`src/rtl/irq_pkg.sv`:
```
// Shared constants and helpers for the interrupt request-capture stage.
// Bus codes and the (bus, chan) -> line index mapping live here.
package irq_pkg;

    localparam int NCH   = 9;
    localparam int NBUS  = 3;
    localparam int NLINE = NBUS * NCH;

    localparam logic [1:0] BUS_NONE = 2'd0;
    localparam logic [1:0] BUS_A    = 2'd1;
    localparam logic [1:0] BUS_B    = 2'd2;
    localparam logic [1:0] BUS_C    = 2'd3;

    typedef struct packed {
        logic       valid;
        logic [4:0] idx;
    } line_t;

    function automatic line_t line_of(input logic [1:0] bus,
                                      input logic [3:0] chan);
        line_t r;
        r.valid = 1'b0;
        r.idx   = '0;
        if (bus != BUS_NONE && chan < 4'(NCH)) begin
            r.valid = 1'b1;
            r.idx   = 5'(bus - 2'd1) * 5'(NCH) + 5'(chan);
        end
        return r;
    endfunction

endpackage

```
`src/rtl/irq_line_cell.sv`:
```
// One interrupt line: mode, previous raw sample, pending and overflow state.
// pend_nxt is exported so the top can register any_pend in step with req.
module irq_line_cell
    import irq_pkg::*;
(
    input  logic clk,
    input  logic rst,
    input  logic raw,
    input  logic mode_wr,
    input  logic mode_d,
    input  logic ack_hit,
    input  logic ovf_clr,
    output logic pend,
    output logic pend_nxt,
    output logic ovf
);

    logic mode;
    logic prev;
    logic rise;
    logic ovf_set;

    assign rise    = raw & ~prev;
    assign ovf_set = mode & rise & pend & ~ack_hit;

    always_comb begin
        pend_nxt = raw;
        if (mode) begin
            pend_nxt = rise | (pend & ~ack_hit);
        end
    end

    always_ff @(posedge clk) begin
        if (rst) begin
            mode <= 1'b0;
            prev <= 1'b0;
            pend <= 1'b0;
            ovf  <= 1'b0;
        end else begin
            prev <= raw;
            pend <= pend_nxt;
            if (mode_wr) begin
                mode <= mode_d;
            end
            // a fresh overflow outranks a coincident clear
            if (ovf_set) begin
                ovf <= 1'b1;
            end else if (ovf_clr) begin
                ovf <= 1'b0;
            end
        end
    end

endmodule

```
`src/rtl/irq_request_capture.sv`:
```
// Request-capture stage: 27 line cells, enable register, ack decode
// and the registered any_pend summary for the priority resolver.
module irq_request_capture
    import irq_pkg::*;
(
    input  logic              clk,
    input  logic              rst,
    input  logic [NLINE-1:0]  irq_raw,
    input  logic              mode_wr,
    input  logic [NLINE-1:0]  mode_data,
    input  logic              en_wr,
    input  logic [NCH-1:0]    en_data,
    input  logic              ack_valid,
    input  logic [1:0]        ack_bus,
    input  logic [3:0]        ack_chan,
    input  logic              ovf_clr,
    output logic [NCH-1:0]    req_a,
    output logic [NCH-1:0]    req_b,
    output logic [NCH-1:0]    req_c,
    output logic [NCH-1:0]    en,
    output logic              any_pend,
    output logic [NLINE-1:0]  ovf
);

    line_t            hit;
    logic [NLINE-1:0] ack_hit;
    logic [NLINE-1:0] pend;
    logic [NLINE-1:0] pend_nxt;
    logic [NCH-1:0]   en_nxt;

    assign hit = line_of(ack_bus, ack_chan);

    always_comb begin
        ack_hit = '0;
        if (ack_valid && hit.valid) begin
            ack_hit[hit.idx] = 1'b1;
        end
    end

    for (genvar i = 0; i < NLINE; i++) begin : g_line
        irq_line_cell u_cell (
            .clk      (clk),
            .rst      (rst),
            .raw      (irq_raw[i]),
            .mode_wr  (mode_wr),
            .mode_d   (mode_data[i]),
            .ack_hit  (ack_hit[i]),
            .ovf_clr  (ovf_clr),
            .pend     (pend[i]),
            .pend_nxt (pend_nxt[i]),
            .ovf      (ovf[i])
        );
    end

    assign req_a  = pend[NCH-1:0];
    assign req_b  = pend[2*NCH-1:NCH];
    assign req_c  = pend[3*NCH-1:2*NCH];
    assign en_nxt = en_wr ? en_data : en;

    always_ff @(posedge clk) begin
        if (rst) begin
            en       <= '0;
            any_pend <= 1'b0;
        end else begin
            en       <= en_nxt;
            any_pend <= |(pend_nxt & {NBUS{en_nxt}});
        end
    end

endmodule

```
`config.mk`:
```
export PLATFORM = sky130hd
export DESIGN_NAME = irq_request_capture
export DESIGN_NICKNAME = d
export VERILOG_FILES = /design/src/rtl/irq_pkg.sv /design/src/rtl/irq_line_cell.sv /design/src/rtl/irq_request_capture.sv
export SDC_FILE = /design/constraint.sdc
export NUM_CORES = 1
export LEC_CHECK = 0
export ABC_AREA = 1
export BUFFER_PORTS_ARGS = -buffer_cell sky130_fd_sc_hd__buf_2
export CAP_MARGIN = 10
export CORE_ASPECT_RATIO = 1.1
export CORE_MARGIN = 3
export CORE_UTILIZATION = 39
export CTS_BUF_LIST = sky130_fd_sc_hd__clkbuf_4 sky130_fd_sc_hd__clkbuf_8
export DETAILED_ROUTE_END_ITERATION = 10
export GPL_TIMING_DRIVEN = 1
export HOLD_SLACK_MARGIN = 0.02
export PLACE_DENSITY = 0.61
export SLEW_MARGIN = 20
export SYNTH_ARGS = -nofsm -noshare
export SYNTH_HDL_FRONTEND = slang
export SYNTH_HIERARCHICAL = 1
export SYNTH_SLANG_ARGS = --single-unit
export TNS_END_PERCENT = 5
```
`constraint.sdc`:
```
create_clock -name clk -period 6.85 [get_ports clk]
set_input_delay 1.0275 -clock clk [delete_from_list [all_inputs] [get_ports clk]]
set_output_delay 1.0275 -clock clk [all_outputs]
set_load 0.02 [all_outputs]
```
# Yosys cells after proc, flatten, opt, wreduce, memory -nomap -nowiden
# Index checks and enable logic that the tools add are counted.
# totals
reg_bits	118
inputBits	75
output_inout_bits	64
word_cells	425
# classes
addsub	2
mul	1
n_lt_le_gt_ge	3
mux	60
bitwise	217
n_reduce_logical	32
# ops
operator	n
$and A1 B1 Y1	135
$mux W1	56
$reduce_bool A2 Y1	28
$not A1 Y1	54
$and A27 B27 Y27	1
$mux W27	1
$or A1 B1 Y1	27
$reduce_or A27 Y1	1
$mux W9	1
$lt A5 B6 Y1 const B	1
$mux W6	1
$add A5 B4 Y5	1
$demux W1 S5	1
$ge A5 B1 Y1 const B	1
$mul A3 B5 Y5 const B	1
$lt A4 B4 Y1 const B	1
$logic_and A1 B1 Y1	3
$sub A2 B1 Y3 const B	1

# Longest topological paths before layout
# Gate-level depths: netlist (run 1).
# logic_depth
depth_word	15
ltp_mapped	25
depth_no_buf	25

# Cells and area by module
# Netlist (run 1), hierarchy kept.
# by_module_without_submodules
module	instances	cells_each	area_per_inst_um2
irq_line_cell	27	21	152.6
irq_request_capture	1	188	1129.8

# Least setup slack after synthesis (run 1)
# Ideal clock, no wire load.
# synth_timing
path_type	input-to-reg
start	input port ack_bus[0]
end	register any_pend
setup_time_ns	0.132
t_arrival_ns	3.961
t_required_ns	6.718
setup_slack_ns	2.757
stages	25
path_buffers	0
path_cell_list	inv_1 ha_1 inv_1 ha_1 inv_1 fa_1 inv_1 ha_1 inv_1 fa_1 xnor2_1 xor2_1 nand2_2 nor2_4 nand2_2 nor2_1 nor2_2 inv_1 nand2_1 nand3_1 nand2_1 nor2_1 nand2_1 nor2_1 a21oi_1
# synth_via
elab_chain_len	15
elab_cells_between_ends	123
# synth_lines
item	line_no	source
start: declaration	irq_request_capture.sv:14	input logic [1:0] ack_bus,
$sub A2 B1 Y3	irq_pkg.sv:26	r.idx = 5'(bus - 2'd1) * 5'(NCH) + 5'(chan);
$mul A3 B5 Y5	irq_pkg.sv:26	
$add A5 B4 Y5	irq_pkg.sv:26	
$mux W6 *	irq_pkg.sv:24	if (bus != BUS_NONE && chan < 4'(NCH)) begin
$lt A5 B6 Y1 (implied by the code) or $ge A5 B1 Y1 (tied branches)	irq_request_capture.sv:36	ack_hit[hit.idx] = 1'b1;
$logic_and A1 B1 Y1 (implied by the code)	irq_request_capture.sv:36	
$mux W1 (implied by the code)	irq_request_capture.sv:36	
$demux W1 S5	irq_request_capture.sv:36	
$mux W27 *	irq_request_capture.sv:35	if (ack_valid && hit.valid) begin
via ack_hit[20]	irq_request_capture.sv:26	logic [NLINE-1:0] ack_hit;
$not A1 Y1 *	irq_line_cell.sv:29	pend_nxt = rise | (pend & ~ack_hit);
$and A1 B1 Y1 *	irq_line_cell.sv:29	
$or A1 B1 Y1 *	irq_line_cell.sv:29	
$mux W1 *	irq_line_cell.sv:28	if (mode) begin
via pend_nxt[20]	irq_request_capture.sv:28	logic [NLINE-1:0] pend_nxt;
$and A27 B27 Y27 *	irq_request_capture.sv:66	any_pend <= |(pend_nxt & {NBUS{en_nxt}});
$reduce_or A27 Y1 *	irq_request_capture.sv:66	
end signal: assignment	irq_request_capture.sv:66	
end: declaration	irq_request_capture.sv:21	output logic any_pend,
# The timed path passes the listed nets; every way through them passes the cells marked *.
# A chain may end at the register's enable or synchronous reset.

# Final worst setup path (run 1)
# Same ends and word-level chain as after synthesis.

==> results.cfg, run 1 <==
[logic_synthesis]
yosys_warnings = 6
synth_adder_area_share_pct = 2.43
yosys_register_bits = 118
synthSimpleGateAreaFrac_pct = 32.0
synth_top_family_by_area = simple AND/OR/NAND/NOR gates
synth_xor_area_share_pct = 0.334
netlist_instances = 755
synthDistinctLibCells = 24
synth_area_mm2 = 0.00525
synth_nets = 839
synth.area.top_cells = dfxtp_1, nand2_1, inv_1
synth_compound_area_share_pct = 9.84
ys_seq_area_share_pct = 45.0
synth.avg_cell_area_um2 = 6.96
synthMuxAreaShare_pct = 0
yosysTopAreaCell = dfxtp_1
post-synth-top-area-fraction_pct = 45.0

[setup_path]
cp_max_fo = 4
worstPathRequired_ns = 7.15
worst_setup_path_end_kind = flop
path_class = in2reg
critical-path-slowest-cell = fa_1
critPathMaxStageDelay_ns = 0.42
crit_arrival_ns = 4.59
crit_family = adder cells
worst-path-buf-inv = 7
cp_common_cell = inv_1
startpoint_type = primary input

[route]
vias = 4848
first_pass_iters = 4
vias_per_cell = 4.48
drt_iter0_markers = 247
ant_nets = 0
drc_errors = 0
wire_per_inst_um = 13.0
totalWireLength_um = 14100

[place]
placed_cell_area_mm2 = 0.00614
place.gp.congestion = 0.799
hpwl_um = 10500
post-place-ws_ns = 2.08
numPortBuffers = 138

[clocking]
clk_pin_slew_ns = 0.07
numCtsBuffers = 17
cts_max_path_buffers = 2
hold_buffers = 0
cts_tree = built
cts-htree-levels = 4
postCtsSetupRepairBufs = 0
cts-resized-gates = 0
clk_latency_ns = 0.45
cts_root_buf = clkbuf_8
cts.sinks = 118

[floorplan]
start_util_pct = 40.7
dieArea_mm2 = 0.0149
die_w_um = 117
io_pins = 139
rows = 43
core_area_mm2 = 0.0129
die_h_um = 128

[global_route]
grt_pass1_vias = 4697
antenna_found_initial = 0
grt_max_degree = 65
overflow = 0
grt_pass1_wl_um = 22400
track_usage_pct = 19.6

[timing]
rsz0062_at_grt = false
fin_crit_ns = 4.29
tightestPinTransition_ns = 1.01
finalCritPeriodShare_pct = 62.6
finalWorstSetupSlack_ns = 2.56
max_slew_margin_pct = 32.9
finalHoldViolCount = 0
drv_slew = 0
fin_worst_skew_ns = 0.00662
max_freq_ghz = 0.233
fin_setup_tns_ns = 0
setup_viol = 0

[final_layout]
design_area_mm2 = 0.00655
insertedDiodeCount = 0
area_delta_synth_final_pct = 24.8
drive_above_1_share_pct = 23.2
nets = 995

[min_path]
hp-class = reg2reg

[pwr]
p_leak_nw = 3.40
cellPowerDensity_mw_per_mm2 = 250
ir_drop_mv = 0.127

[outcome]
status = finished, final reports clean

[flow_run]
maxCapViolCount = 0
[routing by layer]
| layer | part of all wire [%] | global-route usage [%] | vias up |
|---|---|---|---|
| met2 | 48 | 32.5 | 113 |
| li1 | - | - | 2627 |
| met5 | 0 | 0 | - |
| met1 | 45 | 24.0 | 2089 |
| met4 | 2.0 | 7.83 | 0 |
| met3 | 5.1 | 5.24 | 19 |
[synth_stat cells]
master / count
xor2_1: 1
ha_1: 7
buf_2: 1
a211oi_1: 27
a21oi_1: 56
inv_2: 2
nor2_2: 28
nand2_2: 4
nand3_4: 4
nor2_4: 1
nand4_1: 3
buf_1: 1
o211ai_2: 1
inv_1: 139
xnor2_1: 1
fa_1: 2
nand2_1: 207
nor2_8: 1
nand3_1: 24
o21ai_0: 1
inv_4: 1
a21oi_4: 1
nor2_1: 124
dfxtp_1: 118
[where the power goes]
part	switching, W	internal (W)
clock network	0.000279	0.000387
logic	0.000151	0.0000788
registers	0.0000220	0.000723
[final cells by class]
type / count / area, um^2
timing repair buffer: 139 / 701
sequential: 118 / 2360
multi-input combinational: 493 / 2340
inverter: 142 / 536
fill: 1346 / 6360
clock buffer: 22 / 284
tap: 157 / 196
clock inverter: 10 / 128
[worst register-to-register path, cell delays in order, from the launching register on]
cell     delay [ns]
dfxtp_1        0.32
nand2_1        0.08
nor2_2         0.04
inv_1          0.07
nand2_1        0.05
o21ai_0        0.25
nand2_1        0.08
nor2_1         0.13
nand2_1        0.06
nor2_1         0.08
a21oi_1        0.06
[metrics by stage]
| stage | power (W) | cells | hold WS (ns) | util [%] |
|---|---|---|---|---|
| detailed placement | 0.000992 | 1049 | 0.453 | 47.5 |
| floorplan | 0.000897 | 755 | 0.482 | - |
| finish | 0.00164 | 1081 | 0.462 | 50.7 |
| global placement | 0.000992 | 1049 | 0.452 | 47.5 |
| global route | 0.00172 | 1081 | 0.480 | 50.7 |
| CTS | 0.00166 | 1081 | 0.464 | 50.7 |
[registers in the layout, indices dropped and copies added (netlist names)]
register / count
g_line.u_cell/prev: 27
any_pend: 1
en: 9
g_line.u_cell/ovf: 27
g_line.u_cell/pend: 27
g_line.u_cell/mode: 27
[logic make-up after synthesis]
group,after synthesis
AND/OR/NAND/NOR,396
buffers and inverters,144
XOR/XNOR,2
adder cells (fa/ha/maj),9
flip-flops,118
AO/OA/AOI/OAI,86
[worst paths after layout]
| kind | start | endpoint | slack (ns) | cells after the start |
|---|---|---|---|---|
| setup / recovery | ack_bus[0] | any_pend | 2.56 | 25 |
| hold / removal | g_line[7].u_cell/ovf | g_line[7].u_cell/ovf | 0.46 | 2 |
| setup reg to reg | g_line[4].u_cell/pend | any_pend | 5.50 | 10 |
| hold reg to reg | g_line[7].u_cell/ovf | g_line[7].u_cell/ovf | 0.46 | 2 |
[placed cells by master, fill, tap and decap left out, types with 6 or more instances in the layout]
cell	n
clkbuf_8	19
dfxtp_1	118
clkinv_2	6
nor2_1	124
nand2_1	207
nor2_2	28
nand3_1	24
a211oi_1	27
ha_1	7
a21oi_1	56
inv_1	139
buf_2	137
Power figures use the tool's default switching activity.
==> inputs of run 2 (changes only) <==
==> constraint.sdc (replaced) <==
create_clock -name clk -period 4.2 [get_ports clk]
set_input_delay 0.63 -clock clk [delete_from_list [all_inputs] [get_ports clk]]
set_output_delay 0.63 -clock clk [all_outputs]
set_load 0.02 [all_outputs]
==> run 2 against run 1 <==
- global-route usage down 0.22 points
- utilization hardly changed
- critical endpoint unchanged
- die area unchanged
- clock power grew 50%
- via count grew 0.37%
- non-clock buffer count is 3 higher
- sequential power rose by 64%
- cell count about the same
- register-to-register slack lost 2.6 ns
==> results.cfg, run 2 (synthesis results as in run 1) <==
[outcome]
status = finished, final reports clean

[global_route]
overflow = 0
antenna_found_initial = 0
track_usage_pct = 19.3
grt_pass1_vias = 4508
grt_max_degree = 98
grt_pass1_wl_um = 22100

[floorplan]
dieArea_mm2 = 0.0149
rows = 43
io_pins = 139
start_util_pct = 40.7
die_h_um = 128
die_w_um = 117
core_area_mm2 = 0.0129

[pwr]
p_leak_nw = 3.41
ir_drop_mv = 0.168
cellPowerDensity_mw_per_mm2 = 398
power_w = 0.00260

[timing]
max_freq_ghz = 0.267
finalHoldViolCount = 0
drv_slew = 0
finalCritPeriodShare_pct = 89.3
setup_viol = 0
fin_worst_skew_ns = 0.00501
rsz0062_at_grt = false
max_slew_margin_pct = 29.5
fin_crit_ns = 3.75
tightestPinTransition_ns = 1.06

[route]
ant_nets = 0
vias_per_cell = 4.50
drt_iter0_markers = 227
wire_per_inst_um = 13.1
vias = 4866
totalWireLength_um = 14200
drc_errors = 0
first_pass_iters = 5

[final_layout]
n_fill_cell = 1386
multiInputGateArea_mm2 = 0.00234
final_common_cell = nand2_1
nets = 998
stdcell_count = 1082
area_delta_synth_final_pct = 24.7
drive_above_1_share_pct = 23.2
insertedDiodeCount = 0
final_core_util_pct = 50.7
layout_common_cells = nand2_1, inv_1, buf_2, nor2_1, dfxtp_1
design_area_mm2 = 0.00655
regArea_mm2 = 0.00236

[setup_path]
worst-path-buf-inv = 7
crit_family = adder cells
critical-path-slowest-cell = fa_1
crit_cells = 25
cp_max_fo = 4
reg2reg_depth = 9
path_class = in2reg
startpoint_type = primary input
crit_arrival_ns = 4.03
critPathMaxStageDelay_ns = 0.42
cp_common_cell = inv_1
worstPathRequired_ns = 4.48
worst_setup_path_end_kind = flop

[clocking]
cts_root_buf = clkbuf_8
postCtsSetupRepairBufs = 0
cts-htree-levels = 4
numCtsBuffers = 17
cts.sinks = 118
hold_buffers = 0
cts_tree = built
clk_latency_ns = 0.44
cts-resized-gates = 0
clk_pin_slew_ns = 0.07
cts_max_path_buffers = 2

[min_path]
hp-class = in2reg
whs_path_depth = 3

[place]
hpwl_um = 10600
dp.cells = 1052
place.gp.congestion = 0.792
placed_cell_area_mm2 = 0.00616
numPortBuffers = 138

[flow_run]
maxCapViolCount = 0
run 2: cell types whose count changed in the layout (fill, tap and decap cells not counted):
cell	previous run	this run
buf_4	2	5
clkinv_2	6	2
clkbuf_8	19	23
clkinvlp_4	1	0
clkbuf_4	3	4
bufinv_16	3	1
run 2: path summary, 6_finish.rpt:
| check | endpoint | startpoint | slack, ns |
|---|---|---|---|
| setup / recovery | any_pend | ack_bus[0] | 0.45 |
| hold / removal | g_line[22].u_cell/prev | irq_raw[22] | 0.42 |
| setup reg to reg | any_pend | g_line[13].u_cell/mode | 2.88 |
| hold reg to reg | g_line[4].u_cell/ovf | g_line[4].u_cell/ovf | 0.46 |
run 2: per-layer routing:
layer / up-vias / share of wire, % / track usage, %
li1: 2632 / - / -
met1: 2117 / 45 / 24.5
met2: 101 / 48 / 31.9
met3: 16 / 5.1 / 5.24
met4: 0 / 1.5 / 6.28
met5: - / 0 / 0
run 2: layout make-up:
class                   count  share of cell area (%)
inverters                 142                    8.18
repair buffers            142                    11.0
well taps                 157                    3.00
multi-input cells         493                    35.8
flip-flops and latches    118                    36.1
clock inverters             3                   0.611
clock buffers              27                    5.29
run 2: worst reg2reg max path, stage by stage (launching register included):
cell and delay [ns]:
dfxtp_1 0.37, nand2_1 0.06, nand2_1 0.08, nand2_1 0.06, o21ai_0 0.21, nand2_1 0.08, nor2_1 0.09, nand2_1 0.06
nor2_1 0.08, a21oi_1 0.06
run 2: through the flow:
| step | setup WS [ns] | hold WS (ns) | TNS [ns] |
|---|---|---|---|
| final | 0.450 | 0.419 | 0 |
| after global routing | 0.115 | 0.410 | 0 |
| after CTS | 0.424 | 0.392 | 0 |
| after detailed placement | -0.0526 | 0.454 | -0.0526 |
| after global placement | -0.00723 | 0.454 | -0.00723 |
| after floorplan | 0.505 | 0.482 | 0 |
run 2: power breakdown:
part	switching (W)	total (W)	internal, W
combinational	0.000250	0.000384	0.000134
clock	0.000424	0.00100	0.000581
sequential	0.0000364	0.00122	0.00118
total	0.000710	0.00260	0.00189
==> inputs of run 3 (changes only) <==
--- a/config.mk
+++ b/config.mk
@@ -6,6 +6,7 @@
 export NUM_CORES = 1
 export LEC_CHECK = 0
 export ABC_AREA = 1
+export ABC_CLOCK_PERIOD_IN_PS = 3300
 export BUFFER_PORTS_ARGS = -buffer_cell sky130_fd_sc_hd__buf_2
 export CAP_MARGIN = 10
 export CORE_ASPECT_RATIO = 1.1
@@ -15,7 +16,7 @@
 export DETAILED_ROUTE_END_ITERATION = 10
 export GPL_TIMING_DRIVEN = 1
 export HOLD_SLACK_MARGIN = 0.02
-export PLACE_DENSITY = 0.61
+export PLACE_DENSITY = 0.63
 export SLEW_MARGIN = 20
 export SYNTH_ARGS = -nofsm -noshare
 export SYNTH_HDL_FRONTEND = slang
==> constraint.sdc (replaced) <==
create_clock -name clk -period 3.3 [get_ports clk]
set_input_delay 0.495 -clock clk [delete_from_list [all_inputs] [get_ports clk]]
set_output_delay 0.495 -clock clk [all_outputs]
set_load 0.02 [all_outputs]
==> run 3 against run 2 <==
- the flow now finishes with violations (setup timing)
- first-iteration DRC count grew 55%
- power grew 39%
- clock-buffer cell count shrank 3
- routed wire length grew 3.8%
- flip-flop and latch count is the same
- setup slack lost 0.54 ns
- critical endpoint unchanged
- largest cell class is now multi-input gates
- largest power group unchanged
- highest routed layer unchanged
==> results.cfg, run 3 (synthesis results as in run 1) <==
[timing]
tightestPinTransition_ns = 1.01
fin_worst_skew_ns = 0.0109
rsz0062_at_grt = true
setup_viol = 1
fin_crit_ns = 3.39
finalHoldViolCount = 0
finalCritPeriodShare_pct = 103
whs_ns = 0.282
max_slew_margin_pct = 33.0
drv_slew = 0
max_freq_ghz = 0.295
fin_setup_tns_ns = -0.0889
finalWorstSetupSlack_ns = -0.0889

[final_layout]
n_fill_cell = 1278
nets = 1039
area_delta_synth_final_pct = 34.9
final_common_cell = nand2_1
layout_common_cells = nand2_1, buf_2, inv_1, dfxtp_1, nor2_1
stdcell_count = 1125
drive_above_1_share_pct = 28.9
insertedDiodeCount = 0
design_area_mm2 = 0.00708

[setup_path]
rrSetupSlack_ns = 2.03
worst_setup_path_end_kind = flop
worstPathRequired_ns = 3.60
r2r-start = g_line[4].u_cell/mode
critPathMaxStageDelay_ns = 0.39
crit_arrival_ns = 3.69
path_class = in2reg
path_cells = buf_8 > inv_12 > ha_4 > inv_4 > ha_4 > inv_2 > fa_1 > inv_1 > ha_2 > inv_2 > fa_2 > xnor2_2 > xor2_2 > nand2_2 > nand4_1 > buf_4 > nor2_1 > nor2_2 > inv_1 > nand2_1 > nand3_1 > nand4_1 > nor2_1 > a21oi_1
regToRegEndpoint = any_pend
reg2reg_depth = 10
startpoint_type = primary input
cp_max_fo = 3
critical-path-slowest-cell = fa_1

[global_route]
grt_pass1_wl_um = 23600
track_usage_pct = 20.6
overflow = 0
grt_max_degree = 61
antenna_found_initial = 0
grt_pass1_vias = 4856

[floorplan]
core_area_mm2 = 0.0129
die_w_um = 117
io_pins = 139
start_util_pct = 40.7
dieArea_mm2 = 0.0149
die_h_um = 128
rows = 43

[pwr]
switching_share_pct = 26.6
p_leak_nw = 3.67
cellPowerDensity_mw_per_mm2 = 510
p_comb_share_pct = 15.4
pwr-share-seq_pct = 42.8
p_int_w = 0.00265
p_switching_w = 0.000962
p_clk_share_pct = 41.9
ir_drop_mv = 0.408

[route]
first_pass_iters = 6
vias_per_cell = 4.59
wire_per_inst_um = 13.1
drt_iter0_markers = 352
ant_nets = 0
vias = 5164
drc_errors = 0
totalWireLength_um = 14700

[clocking]
cts-htree-levels = 4
clk_pin_slew_ns = 0.08
clk_latency_ns = 0.44
cts_max_path_buffers = 2
cts_tree = built
cts.sinks = 118
numCtsBuffers = 17
cts_root_buf = clkbuf_8
hold_buffers = 0

[place]
hpwl_um = 10900
place.gp.congestion = 0.851
post-place-ws_ns = -0.831
dp.cells = 1091
numPortBuffers = 138
placed_cell_area_mm2 = 0.00654

[min_path]
hp-start = irq_raw[5]
hp-class = in2reg
hold_path_end = g_line[5].u_cell/prev
whs_path_depth = 3

[outcome]
status = finished with violations
violations = setup timing

[flow_run]
maxCapViolCount = 0
-- run 3: cell type report --
class / count / area, um^2 / area share, %
repair buffers: 183 / 1060 / 15.0
clock inverters: 8 / 143 / 2.01
multi-input cells: 493 / 2450 / 34.6
clock buffers: 24 / 318 / 4.49
flip-flops and latches: 118 / 2360 / 33.4
well taps: 157 / 196 / 2.77
inverters: 142 / 553 / 7.81
-- run 3: worst max-delay path: cells and delay by family --
family	cells	cell delay [ns]
adders and majority gates	5	1.28
and+or+nand+nor	8	0.93
xor gates and xnor gates	2	0.33
AOI/OAI and AO/OA	1	0.07
buffers and inverters	8	0.57
-- run 3: worst max path at each step --
stage / startpoint / end / slack [ns] / cells past startpoint
floorplan: ack_bus[0] / any_pend / -0.23 / 25
global placement: ack_bus[0] / any_pend / -0.76 / 27
detailed placement: ack_bus[0] / any_pend / -0.83 / 27
CTS: ack_bus[0] / any_pend / -0.05 / 27
global route: ack_bus[0] / any_pend / -0.32 / 26
finish: ack_bus[0] / any_pend / -0.09 / 24
-- run 3: per-layer routing --
metal	vias to the layer above	wire [um]	share of wire (%)	GRT usage, %
met5	-	0	0	0
met4	0	346	2.4	8.03
met3	25	943	6.4	5.62
met2	147	6910	47	33.4
met1	2277	6480	44	26.1
li1	2715	-	-	-
-- run 3: power by group through the flow --
stage	clock network, W	logic, W	registers, W
5_1_grt	0.00161	0.000624	0.00155
6_report	0.00151	0.000555	0.00155
3_3_place_gp	0	0.000537	0.00158
2_1_floorplan	0	0.000265	0.00161
4_1_cts	0.00155	0.000560	0.00154
3_5_place_dp	0	0.000542	0.00158
-- run 3: what timing repair did --
action | CTS | global route
gates resized for setup | 17 | 2
buffers inserted | 2 | 0
pin swaps | 17 | 0
endpoints found under the setup margin | 2 | 1
-- run 3: through the flow --
stage / power, W / util (%)
global placement: 0.00211 / 50.6
CTS: 0.00365 / 54.8
global route: 0.00379 / 54.9
floorplan: 0.00187 / -
finish: 0.00361 / 54.9
detailed placement: 0.00212 / 50.6
